### src/rtl/vm_pkg.sv
`default_nettype none
// ============================================================================
// Module      : vm_pkg
// Description : Shared types, lane constants and sign-byte helper for the
//               vedic multiplier result path.
// Revision    : 1.0 - initial release
// ============================================================================
package vm_pkg;

    typedef enum logic [1:0] {
        OP_MUL   = 2'b00,
        OP_MULH  = 2'b01,
        OP_MULHU = 2'b10,
        OP_MULSU = 2'b11
    } opcode_e;

    typedef enum logic [1:0] {
        PREC_8    = 2'b00,
        PREC_16   = 2'b01,
        PREC_32   = 2'b10,
        PREC_RSVD = 2'b11
    } prec_e;

    localparam int C_LANES_8  = 4;
    localparam int C_LANES_16 = 2;
    localparam int C_LANES_32 = 1;

    // Byte holding the operand sign bit for a lane: its most-significant byte.
    function automatic logic [1:0] lane_sign_byte(input prec_e prec, input logic [1:0] lane);
        case (prec)
            PREC_16: lane_sign_byte = (lane == 2'd0) ? 2'd1 : 2'd3;
            PREC_32: lane_sign_byte = 2'd3;
            default: lane_sign_byte = lane;
        endcase
    endfunction

endpackage
`default_nettype wire

### src/rtl/tc_product_stream_with_precision.sv
`default_nettype none
// ============================================================================
// Module      : tc_product_stream_with_precision
// Description : Combinational lane-segmented two's-complement negator for the
//               64-bit magnitude product; carries never cross a lane.
// Revision    : 1.0 - initial release
// ============================================================================
module tc_product_stream_with_precision
    import vm_pkg::*;
(
    input  logic [63:0] product,
    input  logic [3:0]  neg,
    input  logic [1:0]  precision,
    output logic [63:0] result
);

    logic [63:0] w_seg16;
    logic [63:0] w_seg32;
    logic [63:0] w_seg64;

    // Each segmentation is negated independently, so no carry chain spans lanes.
    for (genvar i = 0; i < C_LANES_8; i++) begin : g_seg16
        assign w_seg16[16*i +: 16] = neg[i] ? (~product[16*i +: 16] + 16'd1)
                                            : product[16*i +: 16];
    end

    for (genvar j = 0; j < C_LANES_16; j++) begin : g_seg32
        assign w_seg32[32*j +: 32] = neg[j] ? (~product[32*j +: 32] + 32'd1)
                                            : product[32*j +: 32];
    end

    assign w_seg64 = neg[0] ? (~product + 64'd1) : product;

    always_comb begin
        case (prec_e'(precision))
            PREC_16: result = w_seg32;
            PREC_32: result = w_seg64;
            default: result = w_seg16;
        endcase
    end

endmodule
`default_nettype wire

### src/rtl/vm_result_tc_stage.sv
`default_nettype none
// ============================================================================
// Module      : vm_result_tc_stage
// Description : Re-signs lane products, selects low/high halves and delivers
//               the packed 32-bit result through a 2-stage valid/ready pipe.
// Revision    : 1.0 - initial release
// ============================================================================
module vm_result_tc_stage
    import vm_pkg::*;
#(
    parameter bit PIPE_BYPASS_S1 = 1'b0
) (
    input  logic        clk,
    input  logic        rst_n,
    input  logic        in_valid,
    output logic        in_ready,
    input  logic [63:0] product,
    input  logic [3:0]  sign_a,
    input  logic [3:0]  sign_b,
    input  logic [1:0]  opcode,
    input  logic [1:0]  precision,
    output logic        out_valid,
    input  logic        out_ready,
    output logic [31:0] result
);

    logic [3:0]  w_neg;
    logic [63:0] w_tc_data;
    logic        w_s1_valid;
    logic [63:0] w_s1_data;
    opcode_e     w_s1_op;
    prec_e       w_s1_prec;
    logic        w_s1_en;
    logic        w_s2_en;
    logic        w_hi;
    logic [31:0] w_packed;
    logic        r_out_valid;
    logic [31:0] r_result;

    always_comb begin
        w_neg = '0;
        for (int i = 0; i < C_LANES_8; i++) begin
            w_neg[i] = sign_a[lane_sign_byte(prec_e'(precision), 2'(i))]
                     ^ sign_b[lane_sign_byte(prec_e'(precision), 2'(i))];
        end
    end

    tc_product_stream_with_precision u_tc (
        .product   (product),
        .neg       (w_neg),
        .precision (precision),
        .result    (w_tc_data)
    );

    assign w_s2_en = !r_out_valid || out_ready;

    if (PIPE_BYPASS_S1) begin : g_s1_bypass
        // in_ready comes from the output stage only, keeping it independent of in_valid.
        assign w_s1_valid = in_valid;
        assign w_s1_data  = w_tc_data;
        assign w_s1_op    = opcode_e'(opcode);
        assign w_s1_prec  = prec_e'(precision);
        assign w_s1_en    = w_s2_en;
    end else begin : g_s1_reg
        logic        r_s1_valid;
        logic [63:0] r_s1_data;
        opcode_e     r_s1_op;
        prec_e       r_s1_prec;

        assign w_s1_en = !r_s1_valid || w_s2_en;

        always_ff @(posedge clk or negedge rst_n) begin
            if (!rst_n) begin
                r_s1_valid <= 1'b0;
                r_s1_data  <= '0;
                r_s1_op    <= OP_MUL;
                r_s1_prec  <= PREC_8;
            end else if (w_s1_en) begin
                r_s1_valid <= in_valid;
                if (in_valid) begin
                    r_s1_data <= w_tc_data;
                    r_s1_op   <= opcode_e'(opcode);
                    r_s1_prec <= prec_e'(precision);
                end
            end
        end

        assign w_s1_valid = r_s1_valid;
        assign w_s1_data  = r_s1_data;
        assign w_s1_op    = r_s1_op;
        assign w_s1_prec  = r_s1_prec;
    end

    assign w_hi = (w_s1_op != OP_MUL);

    always_comb begin
        w_packed = '0;
        case (w_s1_prec)
            PREC_16: begin
                for (int j = 0; j < C_LANES_16; j++) begin
                    w_packed[16*j +: 16] = w_hi ? w_s1_data[32*j + 16 +: 16]
                                                : w_s1_data[32*j +: 16];
                end
            end
            PREC_32: w_packed = w_hi ? w_s1_data[63:32] : w_s1_data[31:0];
            default: begin
                for (int i = 0; i < C_LANES_8; i++) begin
                    w_packed[8*i +: 8] = w_hi ? w_s1_data[16*i + 8 +: 8]
                                              : w_s1_data[16*i +: 8];
                end
            end
        endcase
    end

    always_ff @(posedge clk or negedge rst_n) begin
        if (!rst_n) begin
            r_out_valid <= 1'b0;
            r_result    <= '0;
        end else if (w_s2_en) begin
            r_out_valid <= w_s1_valid;
            if (w_s1_valid) begin
                r_result <= w_packed;
            end
        end
    end

    assign in_ready  = w_s1_en;
    assign out_valid = r_out_valid;
    assign result    = r_result;

endmodule
`default_nettype wire

### config.mk
export PLATFORM = sky130hd
export DESIGN_NAME = vm_result_tc_stage
export DESIGN_NICKNAME = d
export VERILOG_FILES = /design/src/rtl/vm_pkg.sv /design/src/rtl/tc_product_stream_with_precision.sv /design/src/rtl/vm_result_tc_stage.sv
export SDC_FILE = /design/constraint.sdc
export NUM_CORES = 1
export LEC_CHECK = 0
export ABC_AREA = 1
export CORE_MARGIN = 2
export CORE_UTILIZATION = 30
export DETAILED_ROUTE_END_ITERATION = 16
export PLACE_DENSITY_LB_ADDON = 0.08
export SLEW_MARGIN = 20
export SYNTH_ARGS = -nofsm -noshare
export SYNTH_HDL_FRONTEND = slang
export SYNTH_SLANG_ARGS = --single-unit
### constraint.sdc
create_clock -name clk -period 2.35 [get_ports clk]
set_input_delay 0.3525 -clock clk [delete_from_list [all_inputs] [get_ports clk]]
set_output_delay 0.3525 -clock clk [all_outputs]
set_load 0.01 [all_outputs]
Yosys cells after proc, flatten, opt, wreduce, memory -nomap -nowiden:

Index checks and enable logic that the tools add are counted.

* output and inout port bits: 34
* flip-flop bits (word level): 102
* input bits: 80

* equality and inequality tests: 4
* reductions and logical operators: 8
* mux-type cells: 31
* bitwise logic cells: 11
* add/subtract/negate cells: 7
* magnitude comparators: 3

Operators by type and width (number)
* one-hot mux 64 bit (2 select lines): 1
* two-way mux 16 bit: 6
* two-way mux 32 bit: 3
* adder 16 x 1 -> 16 bit, second input constant: 4
* adder 32 x 1 -> 32 bit, second input constant: 2
* adder 64 x 1 -> 64 bit, second input constant: 1
* two-way mux 64 bit: 1
* NOT 16 bit: 4
* NOT 32 bit: 2
* NOT 64 bit: 1
* one-hot mux 32 bit (2 select lines): 1
* two-way mux 8 bit: 4
* binary-select mux 1 bit (select 2 bit): 6
* less-than comparator 2 x 3 -> 1 bit, second input constant: 3
* two-way mux 1 bit: 7
* equality test 2 x 1 -> 1 bit, second input constant: 2
* equality test 2 bit, second input constant: 2
* one-hot mux 2 bit (2 select lines): 1
* AND reduction 2 bit: 2
* bitwise XOR 1 bit: 4
* zero test 1 bit: 2
* logical OR 1 bit: 2
* two-way mux 2 bit: 1
* nonzero test 2 bit: 1
* OR reduction 2 bit: 1

Depth between registers and ports, before layout:

* word-level depth: 8
* mapped depth: 18
* gate-level depth less buffers: 16

Modules after synthesis:

From an unflattened synthesis, not the netlist that was laid out.

* cells, all modules: 1726
* area total of the unflattened synthesis: 10119.7 sq um

Modules (own cells, without submodules)
* vm_result_tc_stage: times used 1, cells an instance 748, area an instance 5426.5 sq um
* tc_product_stream_with_precision: times used 1, cells an instance 978, area an instance 4693.3 sq um

Worst setup path before layout:

OpenSTA, ideal clock, no wires.

* path type: in2reg
* start point: input port precision[0]
* end point: register g_s1_reg.r_s1_data[58]
* data required time: 2.234 ns
* cell stages on the path: 14
* path buffers: 2
* path slack: 0.352 ns
* setup time: 0.116 ns
* data arrival time: 1.882 ns
* cell sequence: inv_1 > ha_1 > buf_6 > o21ai_2 > inv_1 > nand2_1 > nand2_2 > buf_6 > o21ai_1 > nand3_1 > a31oi_1 > nand2_1 > nand2_1 > nand2_1

* word-level cells in the longest chain between the ends: 8
* elaborated cells between the ends (all ways): 18

RTL lines
* start: declaration: line vm_result_tc_stage.sv:21 `input logic [1:0] precision,`
* equality test 2 x 1 -> 1 bit or equality test 2 bit (tied branches): line vm_pkg.sv:30, tc_product_stream_with_precision.sv:35
* OR reduction 2 bit (no line)
* two-way mux 2 bit: line vm_pkg.sv:30 `case (prec)`
* binary-select mux 1 bit (select 2 bit) (on tied branches): line vm_result_tc_stage.sv:43, vm_result_tc_stage.sv:44
* two-way mux 1 bit (on tied branches): line vm_result_tc_stage.sv:43, vm_result_tc_stage.sv:44
* bitwise XOR 1 bit: line vm_result_tc_stage.sv:44 `^ sign_b[lane_sign_byte(prec_e'(precision), 2'(i))];`
* two-way mux 32 bit: line tc_product_stream_with_precision.sv:28 `assign w_seg32[32*j +: 32] = neg[j] ? (~product[32*j +: 32] + 32'd1)`
* one-hot mux 64 bit (2 select lines) (*): line tc_product_stream_with_precision.sv:35 `case (prec_e'(precision))`
* end signal: assignment: line vm_result_tc_stage.sv:81 `r_s1_data <= w_tc_data;`
* end: declaration: line vm_result_tc_stage.sv:66 `logic [63:0] r_s1_data;`

Mark *: on every way between the ends. The rest lies on a longest branch, timed or not. The select of a mux whose other input is x is not followed.
A chain may end at the register's enable or synchronous reset.

Worst setup path in the final report:

* start point: input port product[33]
* end point: register g_s1_reg.r_s1_data[56]

* word-level cells in the longest chain between the ends: 4
* elaborated cells between the ends (all ways): 7

RTL lines
* start: declaration: line vm_result_tc_stage.sv:17 `input logic [63:0] product,`
* NOT 64 bit or NOT 32 bit (tied branches): line tc_product_stream_with_precision.sv:32, tc_product_stream_with_precision.sv:28
* adder 64 x 1 -> 64 bit or adder 32 x 1 -> 32 bit (tied branches): line tc_product_stream_with_precision.sv:32, tc_product_stream_with_precision.sv:28
* two-way mux 64 bit or two-way mux 32 bit (tied branches): line tc_product_stream_with_precision.sv:32, tc_product_stream_with_precision.sv:28
* one-hot mux 64 bit (2 select lines) (*): line tc_product_stream_with_precision.sv:35

Mark *: on every way between the ends. The rest lies on a longest branch, timed or not.

==> parameters.txt <==
Parameter                              Value

Global routing
  GR Overflow Total ... 0
  Wire length of the first global-routing pass ... 67200 microns
  Number of antenna violations at the first check in global routing ... 0
  Maximum number of pins on one net before global-route repair ... roughly 100
  GRT Overall Usage ... about a quarter
  Vias in the first global route ... ~11000

Detailed routing
  DRC ... 0
  Routed wire length ... ~44000 microns
  Highest metal layer with signal wires ... met4
  Total length of routed met3 wires ... between 2000 and 2500 microns
  Vias post-DR ... between 10000 and 15000
  Mean number of vias per cell ... around 5.1
  Detailed Route Iter0 Violations ... about 1200
  Routed wirelength normalized by instance count ... approximately 19 microns
  Detailed-router iteration count before antenna repair ... 7
  Routed wire length on met2 ... approximately 19000 microns
  Post-Route M1 WL ... 21100 microns
  Final ANT Viol Nets ... 0

Clock network
  Clock transition at path regs ... 0.09 ns
  CTS hold repair buffers ... 0
  Sinks on Clock Net ... between 100 and 150
  Clock latency reported for the late side of the worst-skew pair ... 0.36 ns
  H-tree Lvls ... 3
  Root buffer selected by CTS ... sky130_fd_sc_hd__clkbuf_16
  CTS tree ... yes
  Max Root-Sink Buffers ... 2
  Clock buffers created by TritonCTS ... 9

Place
  Placer's final routability congestion estimate ... slightly above 0.9
  Area post-placement ... about 13000 sq um
  Half-perimeter wire length after detailed placement ... about 34000 microns
  Number of port buffers ... 113
  Post-Place Setup Slack ... -0.507 ns

Floorplanning
  # IOs ... between 100 and 150
  Full die area ... about 33000 sq um
  Horiz. Die Dim ... 181 microns
  Std cell rows ... 64
  Starting utilization of the core area ... between 30% and 40%
  Height of the die ... 181 microns
  Core region area ... about 30000 sq um

Logic synthesis
  Ys async rst share ... 100%
  EDFF count, synth ... 0
  Register bit count reported by yosys ... approximately 100
  Number of cells produced by synthesis ... approximately 1600
  Leading cell types by total area after synthesis ... sky130_fd_sc_hd__dfrtp_1 27%, sky130_fd_sc_hd__nand2_1 16%, sky130_fd_sc_hd__nor2_1 9.8%
  Area share of the largest cell type after synthesis ... between 20% and 30%
  Post-synthesis sequential area ratio ... between 20 and 30%
  Prevailing post-synth register cell ... sky130_fd_sc_hd__dfrtp_1
  Count of synthesis-stage warnings from yosys ... 0
  Post-synthesis net count ... 1657
  Cell taking the most area after synthesis ... sky130_fd_sc_hd__dfrtp_1
  Synth unique cells ... 40
  Syn avg cell area ... around 6 sq um
  Area of the mapped netlist ... approximately 9400 sq um

Critical path
  Critical Path Source Type ... input pin
  Max Fanout on Critical Path ... 4
  Required time worst endpoint ... 2.65 ns
  Arrival time reported for the critical path endpoint ... about 2.5 ns
  CP Capture Type ... register
  Kind of critical path ... input pin to register

STA
  Final Skew ... roughly 0.012 ns
  Setup WS post-layout ... between 0.1 and 0.15 ns
  Time the worst path needs with I/O delays and setup ... roughly 2.2 ns
  Slew HR ... between 60% and 70%
  Final max-slew violation count ... 0
  RSZ-0062 raised after global routing ... false
  Hold violation count in the final report ... 0
  Count of endpoints failing setup in the final report ... 0
  Slew @ Worst Pin ... ~0.6 ns
  Tcrit/Tclk final ... a little over nine tenths
  Max Clk Rate ... roughly 450 MHz

Pwr
  Peak supply drop ... roughly 0.00035 V
  Areal power density over the cells ... approximately 620 nW/um^2
  P_leak ... 6.38 nW

Min path
  Worst min-delay path class ... input pin to asynchronous set/reset pin

Final layout
  Commonest cells after routing, fill and taps aside ... 392 x sky130_fd_sc_hd__nand2_1, 280 x sky130_fd_sc_hd__buf_4, 239 x sky130_fd_sc_hd__nor2_1
  Most common library cell in the layout ignoring fill and taps ... sky130_fd_sc_hd__nand2_1
  Count of nets after finishing ... roughly 2000
  Final design instance area without fill ... approximately 14000 sq um
  Diodes inserted ... 0
  Post-synthesis to final-layout area growth ... 44.0%
  Share of layout cells above drive strength 1 ... ~20%

Flow run
  # Max-Cap Violations ... 0

Outcome
  Status ... finished clean
[sequential cells by signal, summed over array words and instances (netlist names)]
name / flops
g_s1_reg.r_s1_data: 64
result: 32
g_s1_reg.r_s1_op: 2
g_s1_reg.r_s1_prec: 2
g_s1_reg.r_s1_valid: 1
out_valid: 1
[critical path, stage by stage]
cell,delay (ns)
sky130_fd_sc_hd__clkdlybuf4s50_1,0.43
sky130_fd_sc_hd__inv_1,0.15
sky130_fd_sc_hd__ha_1,0.19
sky130_fd_sc_hd__nand2_1,0.08
sky130_fd_sc_hd__buf_4,0.18
sky130_fd_sc_hd__inv_1,0.05
sky130_fd_sc_hd__nand2_1,0.08
sky130_fd_sc_hd__buf_4,0.15
sky130_fd_sc_hd__nor3_1,0.15
sky130_fd_sc_hd__nand4_1,0.26
sky130_fd_sc_hd__nand3_1,0.15
sky130_fd_sc_hd__nand2_1,0.06
sky130_fd_sc_hd__o21ai_1,0.13
sky130_fd_sc_hd__nand2_1,0.09
sky130_fd_sc_hd__nand2_1,0.06
[cell usage after synthesis (11+ instances only)]
library cell	count
sky130_fd_sc_hd__inv_1	145
sky130_fd_sc_hd__o21ai_1	14
sky130_fd_sc_hd__nand3_1	142
sky130_fd_sc_hd__nor2_2	11
sky130_fd_sc_hd__a31oi_1	32
sky130_fd_sc_hd__nor2_1	247
sky130_fd_sc_hd__clkbuf_1	50
sky130_fd_sc_hd__dfrtp_1	102
sky130_fd_sc_hd__xor2_1	29
sky130_fd_sc_hd__nand2_1	400
sky130_fd_sc_hd__or3_1	16
sky130_fd_sc_hd__o22ai_1	19
sky130_fd_sc_hd__o21ai_0	138
sky130_fd_sc_hd__o211ai_1	37
sky130_fd_sc_hd__buf_4	11
sky130_fd_sc_hd__o2111ai_1	16
sky130_fd_sc_hd__a21oi_1	88
[stage by stage]
| step | power (mW) | utilization, % | instances | hold slack, ns | setup TNS [ns] |
|---|---|---|---|---|---|
| final | 8.39 | 44.2 | 2315 | 0.0625 | 0 |
| after global routing | 8.97 | 44.2 | 2315 | 0.0956 | 0 |
| after CTS | 8.35 | 43.8 | 2314 | 0.0793 | 0 |
| after detailed placement | 6.70 | 42.6 | 2295 | 0.476 | -27.59 |
| after global placement | 6.67 | 42.6 | 2295 | 0.473 | -24.03 |
| after floorplan | 4.62 | - | 1568 | 0.0569 | 0 |
[layer usage]
| layer | global-route usage [%] | up-vias |
|---|---|---|
| li1 | - | 5896 |
| met1 | 39.1 | 5509 |
| met2 | 41.3 | 431 |
| met3 | 1.98 | 51 |
| met4 | 5.98 | 0 |
| met5 | 0 | - |
[cell families after synthesis]
family          share of synthesized area (%)
compound gates                           21.1
simple gates                             37.5
xor+xnor                                 3.05
fa+ha+maj                                1.19
buf+inv                                  10.0
flops                                    27.1
[area by class of cell]
class / count / area [sq um]
Inverter: 148 / 556
Fill cell: 3341 / 17200
Sequential cell: 102 / 2550
Clock inverter: 6 / 55.1
Clock buffer: 10 / 239
Tap cell: 396 / 495
Timing Repair Buffer: 413 / 3620
Multi-Input combinational cell: 1240 / 6070
[power breakdown]
part	internal [mW]	switching (mW)
registers	2.24	0.446
clock network	0.780	0.825
logic	1.83	2.27
[repair_timing]
action                                  CTS  global route
setup buffers                             3             0
pin swaps                                 4             9
endpoints found under the setup margin   57            55
resized for setup                        15            29
hold endpoints to repair                  0             0
gates cloned                              0             1
[worst paths after layout]
check                                       start                endpoint  slack, ns  cells after the start
setup / recovery                      product[33]  g_s1_reg.r_s1_data[56]       0.11                     15
setup reg to reg            g_s1_reg.r_s1_prec[1]              result[22]       0.29                      6
max in group asynchronous                   rst_n  g_s1_reg.r_s1_data[55]       1.84                      2
min in group clk                     precision[0]   g_s1_reg.r_s1_prec[0]       0.48                      4
hold reg to reg            g_s1_reg.r_s1_data[63]  g_s1_reg.r_s1_data[63]       0.49                      2
hold / removal                              rst_n               result[3]       0.06                      2
No activity file was read; power rests on OpenSTA's default activity.
